[src/rtl/uart_tx_ser.sv]
// UART transmit serializer: a small byte FIFO feeding a frame FSM that emits
// start, 8 data bits (LSB first), optional parity and 1-2 stop bits on uart_txd.
// Back-to-back bytes leave no idle gap because STOP hands straight over to START.
module uart_tx_ser #(
  parameter int CLKS_PER_BIT = 5208,
  parameter int PARITY_EN    = 0,
  parameter int PARITY_ODD   = 0,
  parameter int STOP_BITS    = 1,
  parameter int FIFO_AW      = 2
) (
  input  logic       clk,
  input  logic       rst,
  input  logic       tx_ready,
  input  logic [7:0] tx_data,
  input  logic       ovr_clr,
  output logic       uart_txd,
  output logic       tx_busy,
  output logic       tx_byte_done,
  output logic       fifo_full,
  output logic       fifo_empty,
  output logic       ovr_flag
);

  localparam int DEPTH = 1 << FIFO_AW;
  localparam int CW    = (CLKS_PER_BIT > 1) ? $clog2(CLKS_PER_BIT) : 1;
  localparam logic [CW-1:0] BAUD_LAST   = CW'(CLKS_PER_BIT - 1);
  localparam logic [CW-1:0] BAUD_PENULT = CW'(CLKS_PER_BIT - 2);

  typedef enum logic [2:0] {IDLE, START, DATA, PARITY, STOP} state_t;

  logic [7:0]         mem [DEPTH];
  logic [FIFO_AW-1:0] wr_ptr;
  logic [FIFO_AW-1:0] rd_ptr;
  logic [FIFO_AW:0]   count;
  logic               push;
  logic               pop;

  state_t             state;
  logic [CW-1:0]      baud;
  logic [2:0]         bit_idx;
  logic [7:0]         shreg;
  logic               par_bit;
  logic               stop_idx;
  logic               bit_end;
  logic               stop_last;
  logic [7:0]         head;
  logic               head_par;

  // The count never exceeds DEPTH, so its top bit alone marks a full FIFO.
  assign fifo_empty = (count == '0);
  assign fifo_full  = count[FIFO_AW];
  assign push       = tx_ready && !fifo_full;

  assign bit_end    = (baud == BAUD_LAST);
  assign stop_last  = (STOP_BITS == 1) ? 1'b1 : stop_idx;
  assign pop        = !fifo_empty &&
                      ((state == IDLE) || ((state == STOP) && bit_end && stop_last));
  assign tx_busy    = (state != IDLE) || !fifo_empty;

  // Head byte and its parity are captured together when the FSM leaves IDLE/STOP.
  assign head       = mem[rd_ptr];
  assign head_par   = (^head) ^ (PARITY_ODD != 0);

  // FIFO storage: written only on accepted pushes, so a queued byte never changes.
  always_ff @(posedge clk) begin
    if (push) mem[wr_ptr] <= tx_data;
  end

  // FIFO pointers and occupancy; a simultaneous push and pop keeps the count.
  always_ff @(posedge clk or negedge rst) begin
    if (!rst) begin
      wr_ptr <= '0;
      rd_ptr <= '0;
      count  <= '0;
    end else begin
      if (push) wr_ptr <= wr_ptr + 1'b1;
      if (pop)  rd_ptr <= rd_ptr + 1'b1;
      case ({push, pop})
        2'b10:   count <= count + 1'b1;
        2'b01:   count <= count - 1'b1;
        default: count <= count;
      endcase
    end
  end

  // Sticky overflow flag; a dropped push outranks a clear in the same cycle.
  always_ff @(posedge clk or negedge rst) begin
    if (!rst)                      ovr_flag <= 1'b0;
    else if (tx_ready && fifo_full) ovr_flag <= 1'b1;
    else if (ovr_clr)              ovr_flag <= 1'b0;
  end

  // Frame FSM with baud counter; uart_txd and tx_byte_done are registered here.
  always_ff @(posedge clk or negedge rst) begin
    if (!rst) begin
      state        <= IDLE;
      baud         <= '0;
      bit_idx      <= '0;
      shreg        <= '0;
      par_bit      <= 1'b0;
      stop_idx     <= 1'b0;
      uart_txd     <= 1'b1;
      tx_byte_done <= 1'b0;
    end else begin
      tx_byte_done <= (state == STOP) && stop_last && (baud == BAUD_PENULT);
      case (state)
        IDLE: begin
          baud <= '0;
          if (!fifo_empty) begin
            state    <= START;
            shreg    <= head;
            par_bit  <= head_par;
            uart_txd <= 1'b0;
          end
        end
        START: begin
          if (bit_end) begin
            baud     <= '0;
            bit_idx  <= '0;
            state    <= DATA;
            uart_txd <= shreg[0];
          end else begin
            baud <= baud + 1'b1;
          end
        end
        DATA: begin
          if (bit_end) begin
            baud <= '0;
            if (bit_idx == 3'd7) begin
              if (PARITY_EN != 0) begin
                state    <= PARITY;
                uart_txd <= par_bit;
              end else begin
                state    <= STOP;
                stop_idx <= 1'b0;
                uart_txd <= 1'b1;
              end
            end else begin
              bit_idx  <= bit_idx + 1'b1;
              shreg    <= shreg >> 1;
              uart_txd <= shreg[1];
            end
          end else begin
            baud <= baud + 1'b1;
          end
        end
        PARITY: begin
          if (bit_end) begin
            baud     <= '0;
            state    <= STOP;
            stop_idx <= 1'b0;
            uart_txd <= 1'b1;
          end else begin
            baud <= baud + 1'b1;
          end
        end
        STOP: begin
          if (bit_end) begin
            baud <= '0;
            if (!stop_last) begin
              stop_idx <= 1'b1;
            end else if (!fifo_empty) begin
              state    <= START;
              shreg    <= head;
              par_bit  <= head_par;
              uart_txd <= 1'b0;
            end else begin
              state    <= IDLE;
              uart_txd <= 1'b1;
            end
          end else begin
            baud <= baud + 1'b1;
          end
        end
        default: begin
          state    <= IDLE;
          baud     <= '0;
          uart_txd <= 1'b1;
        end
      endcase
    end
  end

endmodule

[config.mk]
export PLATFORM = sky130hd
export DESIGN_NAME = uart_tx_ser
export DESIGN_NICKNAME = d
export VERILOG_FILES = /design/src/rtl/uart_tx_ser.sv
export SDC_FILE = /design/constraint.sdc
export NUM_CORES = 1
export LEC_CHECK = 0
export CAP_MARGIN = 20
export CORE_AREA = 5 5 102 104
export CTS_CLUSTER_DIAMETER = 120
export DETAILED_ROUTE_END_ITERATION = 6
export DIE_AREA = 0 0 107 109
export GPL_TIMING_DRIVEN = 0
export PLACE_DENSITY = 0.62
export SYNTH_ARGS = -nofsm -noshare
export SYNTH_HDL_FRONTEND = slang
export SYNTH_SLANG_ARGS = --single-unit
[constraint.sdc]
create_clock -name clk -period 2.37 [get_ports clk]
set_input_delay 0.711 -clock clk [delete_from_list [all_inputs] [get_ports clk]]
set_output_delay 0.711 -clock clk [all_outputs]
set_load 0.1 [all_outputs]
==> impl_results.md, run 1 <==
* Run status: complete, no violations
* Post-CTS Hold Fix Bufs at 0
* DIE AREA at 11700 sq um
* Sw Pwr at 1.31 mW
* Power consumption at 3.92 mW
* Post-layout min period at about 2300 ps
* Number of buffers on the longest clock path at 2
* Worst-case headroom to the max-slew limit at 35.1%
* Peak supply drop at 0.825 mV
* Cell area after layout at approximately 3700 sq um
* Sequential share of power at 44.1%
* Horizontal die dimension at 107 um
* Async set-or-reset flop fraction in the synthesized netlist at 53.6%
* Setup repair after global routing missed its margin: yes
* Mean instance size in the synthesized netlist at 14.5 sq um
* Number of rows in the core area at 36
* Count of yosys warnings during synthesis at 0
* Synthesized netlist net count at 240
* Top flip-flop cell by instance count after synthesis: sky130_fd_sc_hd__dfrtp_1
* Total count of hold-check failures in the final report at 0
* Setup slack after layout at around 59 ps
* Footprint of the flip-flops and latches at around 1900 sq um
* Routability cong. at about 0.8
* Portion of total power attributed to combinational logic at 32.8%
* Flops & latches, synth at 69
* Number of fill cells in the layout at 891
* Placed cell areas at 3500 sq um
* Initial core utilization at about a third
* Number of top-level design ports at 18
* EDFF count, synth at 32
* Number of global-route vias before repair at 1904
* Final-report setup violation count at 0
* Worst slack after detailed placement at -658 ps
* Max_cap viols at 0
* Gate count after technology mapping at 218
* H-tree depth at 3
* Remaining routing DRC violations at 0
* Biggest cell delay along the critical path at approximately 500 ps
* Top Family by Delay on Critical Path: flip-flops
* Signed area change from the synthesized netlist to the final layout at 18.3%
* Share of final-layout standard cells stronger than drive strength 1 at 26.1%
* Clock insertion delay at the later pin of the skew report at about 330 ps
* Final Util at 39.5%
* Number of vias in the routed layout at 1747
* CTS Root Buffer Type: sky130_fd_sc_hd__clkbuf_8
* Switching Fraction at 33.5%
* Setup crit end kind: output pin
* Largest net degree at the start of global routing at 38
* Num CTS Buffers at 9
* TritonCTS clock tree: built
* Worst-margin pin slew at 977 ps
* Fraction of the yosys area taken by sequential cells at 59.8%
* Global-route wire length before repair at 8920 um
* Internal cell power at 2.61 mW
* Worst clock skew at 10.8 ps
* Startpoint Class: flop
* Reg clk slew, reported paths at about 70 ps
* Clock tree sinks at 69
* PwrDens at 1050 nW/um^2
* Leakage power summed over all cells at ~1.4 nW
* Tightest Hold Check Type: in -> async
* Mean routed wirelength per cell at 13.9 um
* Arrival time at the worst endpoint at 1600 ps
* Critical path's slowest cell: sky130_fd_sc_hd__dfrtp_4
* Final net count at 270
* Required time of the critical path at 1660 ps
* Gr ovfl total at 0
* Detail Placement HPWL at roughly 3600 um
* Number of library cell types mapped by synthesis at between 40 and 50
* Worst path cell trace: or3_4 > clkinvlp_4 > nand2_8 > buf_8
* Worst Hold Slack at 473 ps
* IO buf count at 17
* Number of max-slew violations in the final report at 0
* Area used by multi-input combinational logic at 1270 sq um
* Final Cycle Share at slightly below 100%
* Reg2reg setup slack at 120 ps
* Number of vias per cell at roughly 4.8
* Diodes inserted at 0
* Count of buffer and inverter cells on the critical path at 2
* Remaining antenna violation count after routing at 0
* Part of the total power dissipated in the clock network at between 20% and 30%
* Critical path fanouts, max at 5
* Final wirelength at 5100 um
* Highest Clock Rate at around 430 MHz
* GRT Resource Usage Total at 9.80%
* Post-Syn Area at between 3000 and 4000 sq um
* Initial drt markers at 112
* Die outline height at 109 um
* Type of the worst setup path: reg -> out
* Area inside the core boundary at 9460 sq um
* Antenna violations before repair at 0
* TritonRoute pass-1 iters at 4
==> worst register-to-register path: stages, from the launching register on <==
cell and delay (ps):
sky130_fd_sc_hd__dfrtp_1 470, sky130_fd_sc_hd__nor4b_4 380, sky130_fd_sc_hd__nand4_4 170, sky130_fd_sc_hd__a21oi_4 200
sky130_fd_sc_hd__ha_1 230, sky130_fd_sc_hd__fa_1 430, sky130_fd_sc_hd__mux2_2 270
==> state kept, by name, indices dropped and copies added, names as in the netlist <==
register,count
wr_ptr,2
shreg,8
ovr_flag,1
baud,13
bit_idx,3
tx_byte_done,1
rd_ptr,2
count,3
mem,32
state,3
uart_txd,1
==> routing by layer <==
layer	global-route usage, %	up-vias	part of all wire (%)
met5	0	-	0
met4	3.84	0	1.3
met2	15.8	20	49
met1	12.6	866	47
li1	-	855	-
met3	2.66	6	2.4
==> path summary, 6_finish.rpt <==
path,from,endpoint,cells after the start
worst max register to register,baud[8],count[1],6
worst min register to register,shreg[5],shreg[5],1
worst max-delay path,count[2],tx_busy,4
min in group clk,shreg[5],shreg[5],1
worst min-delay path,rst,count[2],1
max in group asynchronous,rst,count[2],1
==> power groups by stage <==
stage | logic (mW) | clock network, mW | registers, mW
finish | 1.28 | 0.908 | 1.73
global route | 1.42 | 1.01 | 1.77
CTS | 1.29 | 0.942 | 1.73
detailed placement | 1.30 | 0 | 1.75
global placement | 1.28 | 0 | 1.75
floorplan | 0.879 | 0 | 1.88
==> through the flow <==
stage | setup TNS, ps | instances
final | 0 | 367
after detailed placement | -2560 | 349
after floorplan | -5.81 | 218
after global placement | -14160 | 349
after global routing | -6.15 | 367
after CTS | -392 | 367
==> cell usage after synthesis (3+ instances only) <==
cell type | n | area [sq um]
sky130_fd_sc_hd__mux4_2 | 8 | 180
sky130_fd_sc_hd__nand2_1 | 10 | 37.5
sky130_fd_sc_hd__nor2_1 | 19 | 71.3
sky130_fd_sc_hd__mux2_2 | 11 | 124
sky130_fd_sc_hd__edfxtp_1 | 32 | 961
sky130_fd_sc_hd__xnor2_1 | 12 | 105
sky130_fd_sc_hd__ha_1 | 9 | 113
sky130_fd_sc_hd__mux2_4 | 8 | 120
sky130_fd_sc_hd__inv_1 | 7 | 26.3
sky130_fd_sc_hd__a21oi_1 | 4 | 20.0
sky130_fd_sc_hd__clkbuf_1 | 5 | 18.8
sky130_fd_sc_hd__nand4_1 | 3 | 18.8
sky130_fd_sc_hd__and2_1 | 4 | 25.0
sky130_fd_sc_hd__xor2_1 | 6 | 52.6
sky130_fd_sc_hd__o21ai_0 | 4 | 20.0
sky130_fd_sc_hd__dfrtp_1 | 36 | 901
sky130_fd_sc_hd__nand3_1 | 8 | 40.0
sky130_fd_sc_hd__nor3_1 | 5 | 25.0
==> cell usage in the layout (no fill, tap or decap), types with 3 or more instances in the layout <==
cell,Yosys,routed
sky130_fd_sc_hd__o21ai_0,4,4
sky130_fd_sc_hd__clkinvlp_4,0,3
sky130_fd_sc_hd__nand3_1,8,8
sky130_fd_sc_hd__nand2_1,10,9
sky130_fd_sc_hd__clkbuf_8,0,9
sky130_fd_sc_hd__xor2_1,6,6
sky130_fd_sc_hd__xnor2_1,12,12
sky130_fd_sc_hd__and2_1,4,4
sky130_fd_sc_hd__edfxtp_1,32,32
sky130_fd_sc_hd__inv_1,7,6
sky130_fd_sc_hd__mux2_4,8,8
sky130_fd_sc_hd__nand4_1,3,3
sky130_fd_sc_hd__nor2_1,19,18
sky130_fd_sc_hd__nor3_1,5,4
sky130_fd_sc_hd__clkbuf_1,5,3
sky130_fd_sc_hd__mux4_2,8,8
sky130_fd_sc_hd__ha_1,9,9
sky130_fd_sc_hd__mux2_2,11,11
sky130_fd_sc_hd__dfrtp_1,36,34
sky130_fd_sc_hd__clkdlybuf4s50_1,0,10
sky130_fd_sc_hd__a21oi_1,4,3
==> what timing repair did <==
item / CTS / global route
endpoints found under the setup margin: 8 / 5
setup buffers: 2 / 0
resized for setup: 19 / 15
cloned: 0 / 0
pin swaps: 2 / 0
==> kinds of logic after synthesis <==
logic type               after synthesis  synth area share, %
XOR/XNOR                              18                 4.99
multiplexers                          28                 13.7
adder cells (fa/ha/maj)               10                 4.20
AO/OA/AOI/OAI                         14                 3.21
buffers and inverters                 13                 1.58
flip-flops                            69                 59.8
AND/OR/NAND/NOR                       66                 12.5
==> final cells by class <==
class,instances,area share (%)
Multi-Input combinational cell,136,33.9
Inverter,7,0.803
Clock inverter,7,1.77
Tap cell,114,3.82
Timing Repair Buffer,19,5.05
Clock buffer,9,3.31
Buffer,6,0.703
Sequential cell,69,50.6
(Power assumes the default switching activity.)
==> inputs of run 2 (changes only) <==
--- a/config.mk
+++ b/config.mk
@@ -6,12 +6,12 @@
 export NUM_CORES = 1
 export LEC_CHECK = 0
 export CAP_MARGIN = 20
-export CORE_AREA = 5 5 102 104
+export CORE_AREA = 5 5 129 82
 export CTS_CLUSTER_DIAMETER = 120
 export DETAILED_ROUTE_END_ITERATION = 6
-export DIE_AREA = 0 0 107 109
+export DIE_AREA = 0 0 134 87
 export GPL_TIMING_DRIVEN = 0
-export PLACE_DENSITY = 0.62
+export PLACE_DENSITY = 0.63
 export SYNTH_ARGS = -nofsm -noshare
 export SYNTH_HDL_FRONTEND = slang
 export SYNTH_SLANG_ARGS = --single-unit
==> run 2 against run 1 <==
  * Sequential power barely moved
  * Setup slack got worse by 6.7 ps
  * Routed wire length rose by 8.2%
  * Total power rose by 15%
  * Critical path type unchanged
  * Largest cell class unchanged
  * Largest power group unchanged
==> impl_results.md, run 2 (synthesis gave the netlist of run 1 again) <==
* Run status: complete, no violations
* Final wirelength at 5510 um (+8.2%)
* Highest Clock Rate at 431 MHz (-0.29%)
* Path length in cells of the critical path at 1 (-3)
* Switching Fraction at 31.9% (-1.6 points)
* Part of the total power dissipated in the clock network at 32.1% (+9.0 points)
* PwrDens at 1160 nW/um^2 (+11%)
* IO buf count at 17 (unchanged)
* Clock insertion delay at the later pin of the skew report at 330 ps (about the same)
* Portion of total power attributed to combinational logic at 29.4% (-3.4 points)
* Critical path's slowest cell: sky130_fd_sc_hd__clkdlybuf4s15_1
* Antenna violations before repair at 0 (unchanged)
* Number of top-level design ports at 18 (unchanged)
* Cell area after layout at 3880 sq um (+3.8%)
* Share of final-layout standard cells stronger than drive strength 1 at 26.1% (unchanged)
* Final-report setup violation count at 0 (unchanged)
* Die outline height at 87 um (-20%)
* Clock tree sinks at 69 (unchanged)
* Launch point of the worst path: count[2]
* Global-route wire length before repair at 9430 um (+5.6%)
* Routability cong. at 0.740 (-5.4%)
* Number of vias in the routed layout at 1737 (-0.57%)
* GRT Resource Usage Total at 10.6% (+0.83 points)
* Commonest non-fill, non-tap cell in the layout: sky130_fd_sc_hd__dfrtp_1
* Biggest cell delay along the critical path at 830 ps (+330 ps)
* Area inside the core boundary at 9420 sq um (-0.37%)
* Most flops, register: mem
* Number of rows in the core area at 28 (-22%)
* Final Util at 41.2% (+1.6 points)
* Worst clock skew at 7.21 ps (-3.55 ps)
* Setup crit end kind: output pin
* Sw Pwr at 1.43 mW (+9.3%)
* Remaining antenna violation count after routing at 0 (unchanged)
* Sequential share of power at 38.5% (-5.6 points)
* R2R Path Start: baud[8]
* Total count of hold-check failures in the final report at 0 (unchanged)
* Worst-margin pin slew at 961 ps (-15.5 ps)
* Placed cell areas at 3500 sq um (+0.21%)
* Remaining routing DRC violations at 0 (unchanged)
* Type of the worst setup path: reg -> out
* Top Family by Delay on Critical Path: buffers and inverters
* Post-layout min period at 2320 ps (+6.70 ps)
* CTS Root Buffer Type: sky130_fd_sc_hd__clkbuf_16
* Post-CTS Hold Fix Bufs at 0 (unchanged)
* Flip-flop count of the largest register, all copies and words added at 32 (unchanged)
* Peak supply drop at 0.533 mV (-35%)
* Number of max-slew violations in the final report at 0 (unchanged)
* Final Cycle Share at 97.8% (+0.28 points)
* Horizontal die dimension at 134 um (+25%)
* TritonRoute pass-1 iters at 4 (unchanged)
* Critical path fanouts, max at 5 (unchanged)
* Startpoint Class: flop
* Gr ovfl total at 0 (unchanged)
* Worst path cell trace: clkdlybuf4s15_1
* Num CTS Buffers at 9 (unchanged)
* DIE AREA at 11700 sq um (about the same)
* H-tree depth at 3 (unchanged)
* Number of global-route vias before repair at 1806 (-5.1%)
* Diodes inserted at 0 (unchanged)
* Mean routed wirelength per cell at 14.8 um (+6.4%)
* Final TNS setup at 0 ps (unchanged)
* Highest-count cells in the layout ignoring fill and taps: sky130_fd_sc_hd__dfrtp_1, sky130_fd_sc_hd__edfxtp_1, sky130_fd_sc_hd__nor2_1
* Leakage power summed over all cells at 1.51 nW (+4.5%)
* Internal cell power at 3.07 mW (+18%)
* Initial core utilization at 33.5% (+0.12 points)
* Detail Placement HPWL at 3730 um (+4.6%)
* Final net count at 270 (unchanged)
* Reg clk slew, reported paths at 60 ps (about the same)
* Worst-case headroom to the max-slew limit at 36.2% (+1.0 points)
* TritonCTS clock tree: built
* Number of buffers on the longest clock path at 2 (unchanged)
* Power consumption at 4.50 mW (+15%)
* Signed area change from the synthesized netlist to the final layout at 22.8%
* Largest net degree at the start of global routing at 38 (unchanged)
* Count of buffer and inverter cells on the critical path at 1 (-1)
* Setup repair after global routing missed its margin: yes
* Max_cap viols at 0 (unchanged)
* Arrival time at the worst endpoint at 1610 ps (about the same)
* Worst Hold Slack at 491 ps (+18.2 ps)
* Logic depth of the worst register-to-register path at 6 (unchanged)
* Largest registers: mem: 32 flops, baud: 13 flops, shreg: 8 flops
* Tightest Hold Check Type: in -> async
* Number of vias per cell at 4.66 (-2.2%)
* Initial drt markers at 109 (-2.7%)
* Required time of the critical path at 1660 ps (about the same)
## run 2: layout make-up
cell class	instances	area [sq um]
repair buffers	19	189
clock inverters	7	97.6
clock buffers	9	225
plain buffers	6	28.8
multi-input cells	136	1270
well taps	120	150
fillers	835	5540
inverters	7	30.0
flip-flops and latches	69	1890
## run 2: path summary, 6_finish.rpt
| path | to | slack, ps |
|---|---|---|
| max | fifo_full | 50 |
| min in group clk | shreg[4] | 510 |
| max reg2reg | count[1] | 110 |
| max in group asynchronous | count[2] | 1240 |
| min | bit_idx[2] | 490 |
| min reg2reg | shreg[4] | 510 |
## run 2: per-layer routing
metal  vias up  track usage, %  share of wire (%)
met5         -               0                  0
met4         0            3.64                1.8
met3         9            4.33                3.4
met2        25            14.9                 44
met1       851            14.9                 50
li1        852               -                  -
## run 2: worst register-to-register path: stages, from the launching register on
cell                      delay [ps]
sky130_fd_sc_hd__dfrtp_1         470
sky130_fd_sc_hd__nor4b_4         390
sky130_fd_sc_hd__nand4_4         160
sky130_fd_sc_hd__a21oi_4         200
sky130_fd_sc_hd__ha_1            230
sky130_fd_sc_hd__fa_1            430
sky130_fd_sc_hd__mux2_2          270
## run 2: what timing repair did
action                                  4_1_cts  5_1_grt
hold endpoints to repair                      0        0
buffers inserted                              1        1
endpoints found under the setup margin        8        5
resized for setup                            19       17
pin swaps                                     2        0
## run 2: through the flow
stage | worst slack, ps | std cells
after detailed placement | -607 | 355
final | 52.4 | 373
after floorplan | -5.81 | 218
after CTS | -235 | 372
after global placement | -614 | 355
after global routing | -15.0 | 373
## run 2: power by group through the flow
stage          clock (mW)  combinational (mW)  sequential [mW]
6_report             1.45                1.32             1.73
5_1_grt              1.54                1.46             1.77
4_1_cts              1.48                1.32             1.74
3_5_place_dp            0                1.32             1.76
3_3_place_gp            0                1.30             1.75
2_1_floorplan           0               0.879             1.88
==> inputs of run 3 (changes only) <==
--- a/config.mk
+++ b/config.mk
@@ -8,6 +8,7 @@
 export CAP_MARGIN = 20
 export CORE_AREA = 5 5 129 82
 export CTS_CLUSTER_DIAMETER = 120
+export CTS_CLUSTER_SIZE = 28
 export DETAILED_ROUTE_END_ITERATION = 6
 export DIE_AREA = 0 0 134 87
 export GPL_TIMING_DRIVEN = 0
==> results of run 3 <==
The final DEF is identical to that of run 2; final timing and power are the same.
==> RTL edit, RTL diff (flow settings as in run 3) <==
Reset style: synchronous (`rst`), changed in 3 clocked blocks.
--- a/src/rtl/uart_tx_ser.sv
+++ b/src/rtl/uart_tx_ser.sv
@@ -69,3 +69,3 @@
   // FIFO pointers and occupancy; a simultaneous push and pop keeps the count.
-  always_ff @(posedge clk or negedge rst) begin
+  always_ff @(posedge clk) begin
     if (!rst) begin
@@ -86,3 +86,3 @@
   // Sticky overflow flag; a dropped push outranks a clear in the same cycle.
-  always_ff @(posedge clk or negedge rst) begin
+  always_ff @(posedge clk) begin
     if (!rst)                      ovr_flag <= 1'b0;
@@ -93,3 +93,3 @@
   // Frame FSM with baud counter; uart_txd and tx_byte_done are registered here.
-  always_ff @(posedge clk or negedge rst) begin
+  always_ff @(posedge clk) begin
     if (!rst) begin
Behaviour: differs if rst is asserted again (counterexample within 4 cycles, from zero or initial values and one cycle with rst low); with rst held inactive, the same outputs for 10 cycles.
==> RTL edit against run 3 <==
- worst hold slack worse by 0.024 ns
- power is 7.1% lower
- sequential cell count is 2 higher
- design area is 6.3% lower
- worst setup slack worse by 0.015 ns
- wire length is 0.34% higher
- first-iteration DRC count is 23% lower
- area after synthesis is 4.4% lower
- critical path type unchanged
- highest routed layer unchanged
==> RTL edit: results (changes against run 3) <==
Parameter                              Value

STA
  Fin Clk Skew    0.00707 ns (was 0.00721 ns)
  Worst rel slew slack    36.4% (was 36.2%)
  Worst hold-check slack    0.468 ns (was 0.491 ns)

Outcome
  Outcome    complete, no violations (unchanged)

Yosys
  Net Count, Synth    272 (was 240)
  Synthesized netlist cell count    251 (was 218)
  Async SR Flop Fraction    0% (was 53.6%)
  Synth Flop Type    dfxtp_1 (was dfrtp_1)
  Proportion of synthesized chip area in sequential cells    57.7% (was 59.8%)
  Leading post-synthesis cells by cell area    edfxtp_1 32%, dfxtp_1 26%, mux4_2 6.0%, nor2_1 4.3%, ha_1 3.3% (was edfxtp_1 30%, dfrtp_1 29%, mux4_2 5.7%, mux2_2 3.9%, mux2_4 3.8%)
  Number of distinct library cells after synthesis    43 (was 41)
  List of most frequent post-synthesis cells    39 x dfxtp_1, 35 x nor2_1, 32 x edfxtp_1 (was 36 x dfrtp_1, 32 x edfxtp_1, 19 x nor2_1)

Route
  Number of DRC markers after the initial detailed-route iteration    84 (was 109)
  Met3 wire length    160 um (was 185 um)
  Count of TritonRoute iterations in the first routing pass    4 (unchanged)
  Met1 layer wirelength in the final routing    3010 um (was 2780 um)
  Per-cell via count in the routed design    4.72 (was 4.66)
  Routed len/inst    13.7 um (was 14.8 um)
  Met2 wire len    2300 um (was 2450 um)

Layout
  Ant. Diodes    0 (unchanged)
  Count of filler cells inserted in the layout    892 (was 835)
  Share of layout cells above drive strength 1    15.1% (was 26.1%)
  Net count, final    301 (was 270)
  Non-Filler Instances    405 (was 373)

Place
  Cell area after placement    0.00333 mm^2 (was 0.00350 mm^2)
  Port Buf Inserts    16 (was 17)
  Post-detailed-placement half-perimeter wirelength    3940 um (was 3730 um)
  Post-placement cell count    387 (was 355)
  Post-Place Worst Slack    -0.571 ns (was -0.607 ns)
  Gpl congestion    0.781 (was 0.740)

GRT
  Met1 track utilization from global routing    14.7% (was 14.9%)
  GRT met2 Usage    14.8% (was 14.9%)
  Global-route wire length before repair    9470 um (was 9430 um)
  GR Util All Layers    10.4% (was 10.6%)
  Number of global-route vias before repair    1,928 (was 1,806)
  Largest net degree at the start of global routing    12 (was 38)
  Met3 capacity usage during global routing    3.29% (was 4.33%)

Power and ir drop
  LEAKAGE    1.25 nW (was 1.51 nW)
  IR Drop Worst-Case VDD    0.529 mV (was 0.533 mV)

Clocking
  Level count of the clock H-tree    3 (unchanged)
  Number of CTS-inserted buffers    9 (unchanged)

Worst setup path
  Maximum fanout count along the critical path    3 (was 5)
  Startpoint of the lowest-slack register-to-register path    baud[0] (was baud[8])
  Worst endpoint data arrival time    roughly 1.6 ns
  Worst reg2reg path endpoint    count[2] (was count[1])
  Depth of the worst register-to-register path    9 (was 6)

Worst hold path
  Worst hold path class    flop to flop (was primary input to async pin)
RTL edit: cell type report:
| cell class | count | area, um^2 | area share [%] |
|---|---|---|---|
| buffer | 11 | 56.3 | 1.55 |
| clock buffer | 12 | 236 | 6.50 |
| clock inverter | 4 | 22.5 | 0.619 |
| inverter | 7 | 26.3 | 0.723 |
| multi-input combinational | 162 | 1220 | 33.6 |
| sequential | 71 | 1750 | 48.0 |
| tap | 120 | 150 | 4.13 |
| timing repair buffer | 18 | 178 | 4.89 |
RTL edit: kinds of logic (layout without fill, tap and decap cells):
kind of cell               count (synthesis)  after routing  share of synthesized area [%]
xor gates and xnor gates                  15             15                           4.35
DFF                                       71             71                           57.7
AOI/OAI and AO/OA                         31             31                           6.92
buffers and inverters                     18             52                           2.61
adders and majority gates                  9              9                           3.98
and+or+nand+nor                           89             89                           15.2
muxes                                     18             18                           9.28
RTL edit: worst max-delay path by stage:
| stage | from | to | slack [ns] | depth (start not counted) |
|---|---|---|---|---|
| floorplan | count[2] | tx_busy | 0.02 | 2 |
| global placement | tx_ready | count[2] | -0.46 | 7 |
| detailed placement | tx_ready | count[2] | -0.57 | 7 |
| CTS | count[1] | tx_busy | -0.03 | 3 |
| global route | count[1] | tx_busy | -0.002 | 3 |
| finish | count[1] | tx_busy | 0.04 | 3 |
RTL edit: power breakdown:
part | internal [mW] | switching [mW]
clock | 0.702 | 0.466
combinational | 0.549 | 0.890
sequential | 1.49 | 0.0901
RTL edit: repair_timing:
item                       4_1_cts  5_1_grt
pin swaps                        1        1
setup endpoints to repair        7        3
gates resized for setup         18       11
buffers inserted                 2        0
RTL edit: critical path: stages (launching register included):
cell     delay (ns)
dfxtp_2        0.33
or3_4          0.40
or3_4          0.39
buf_12         0.17
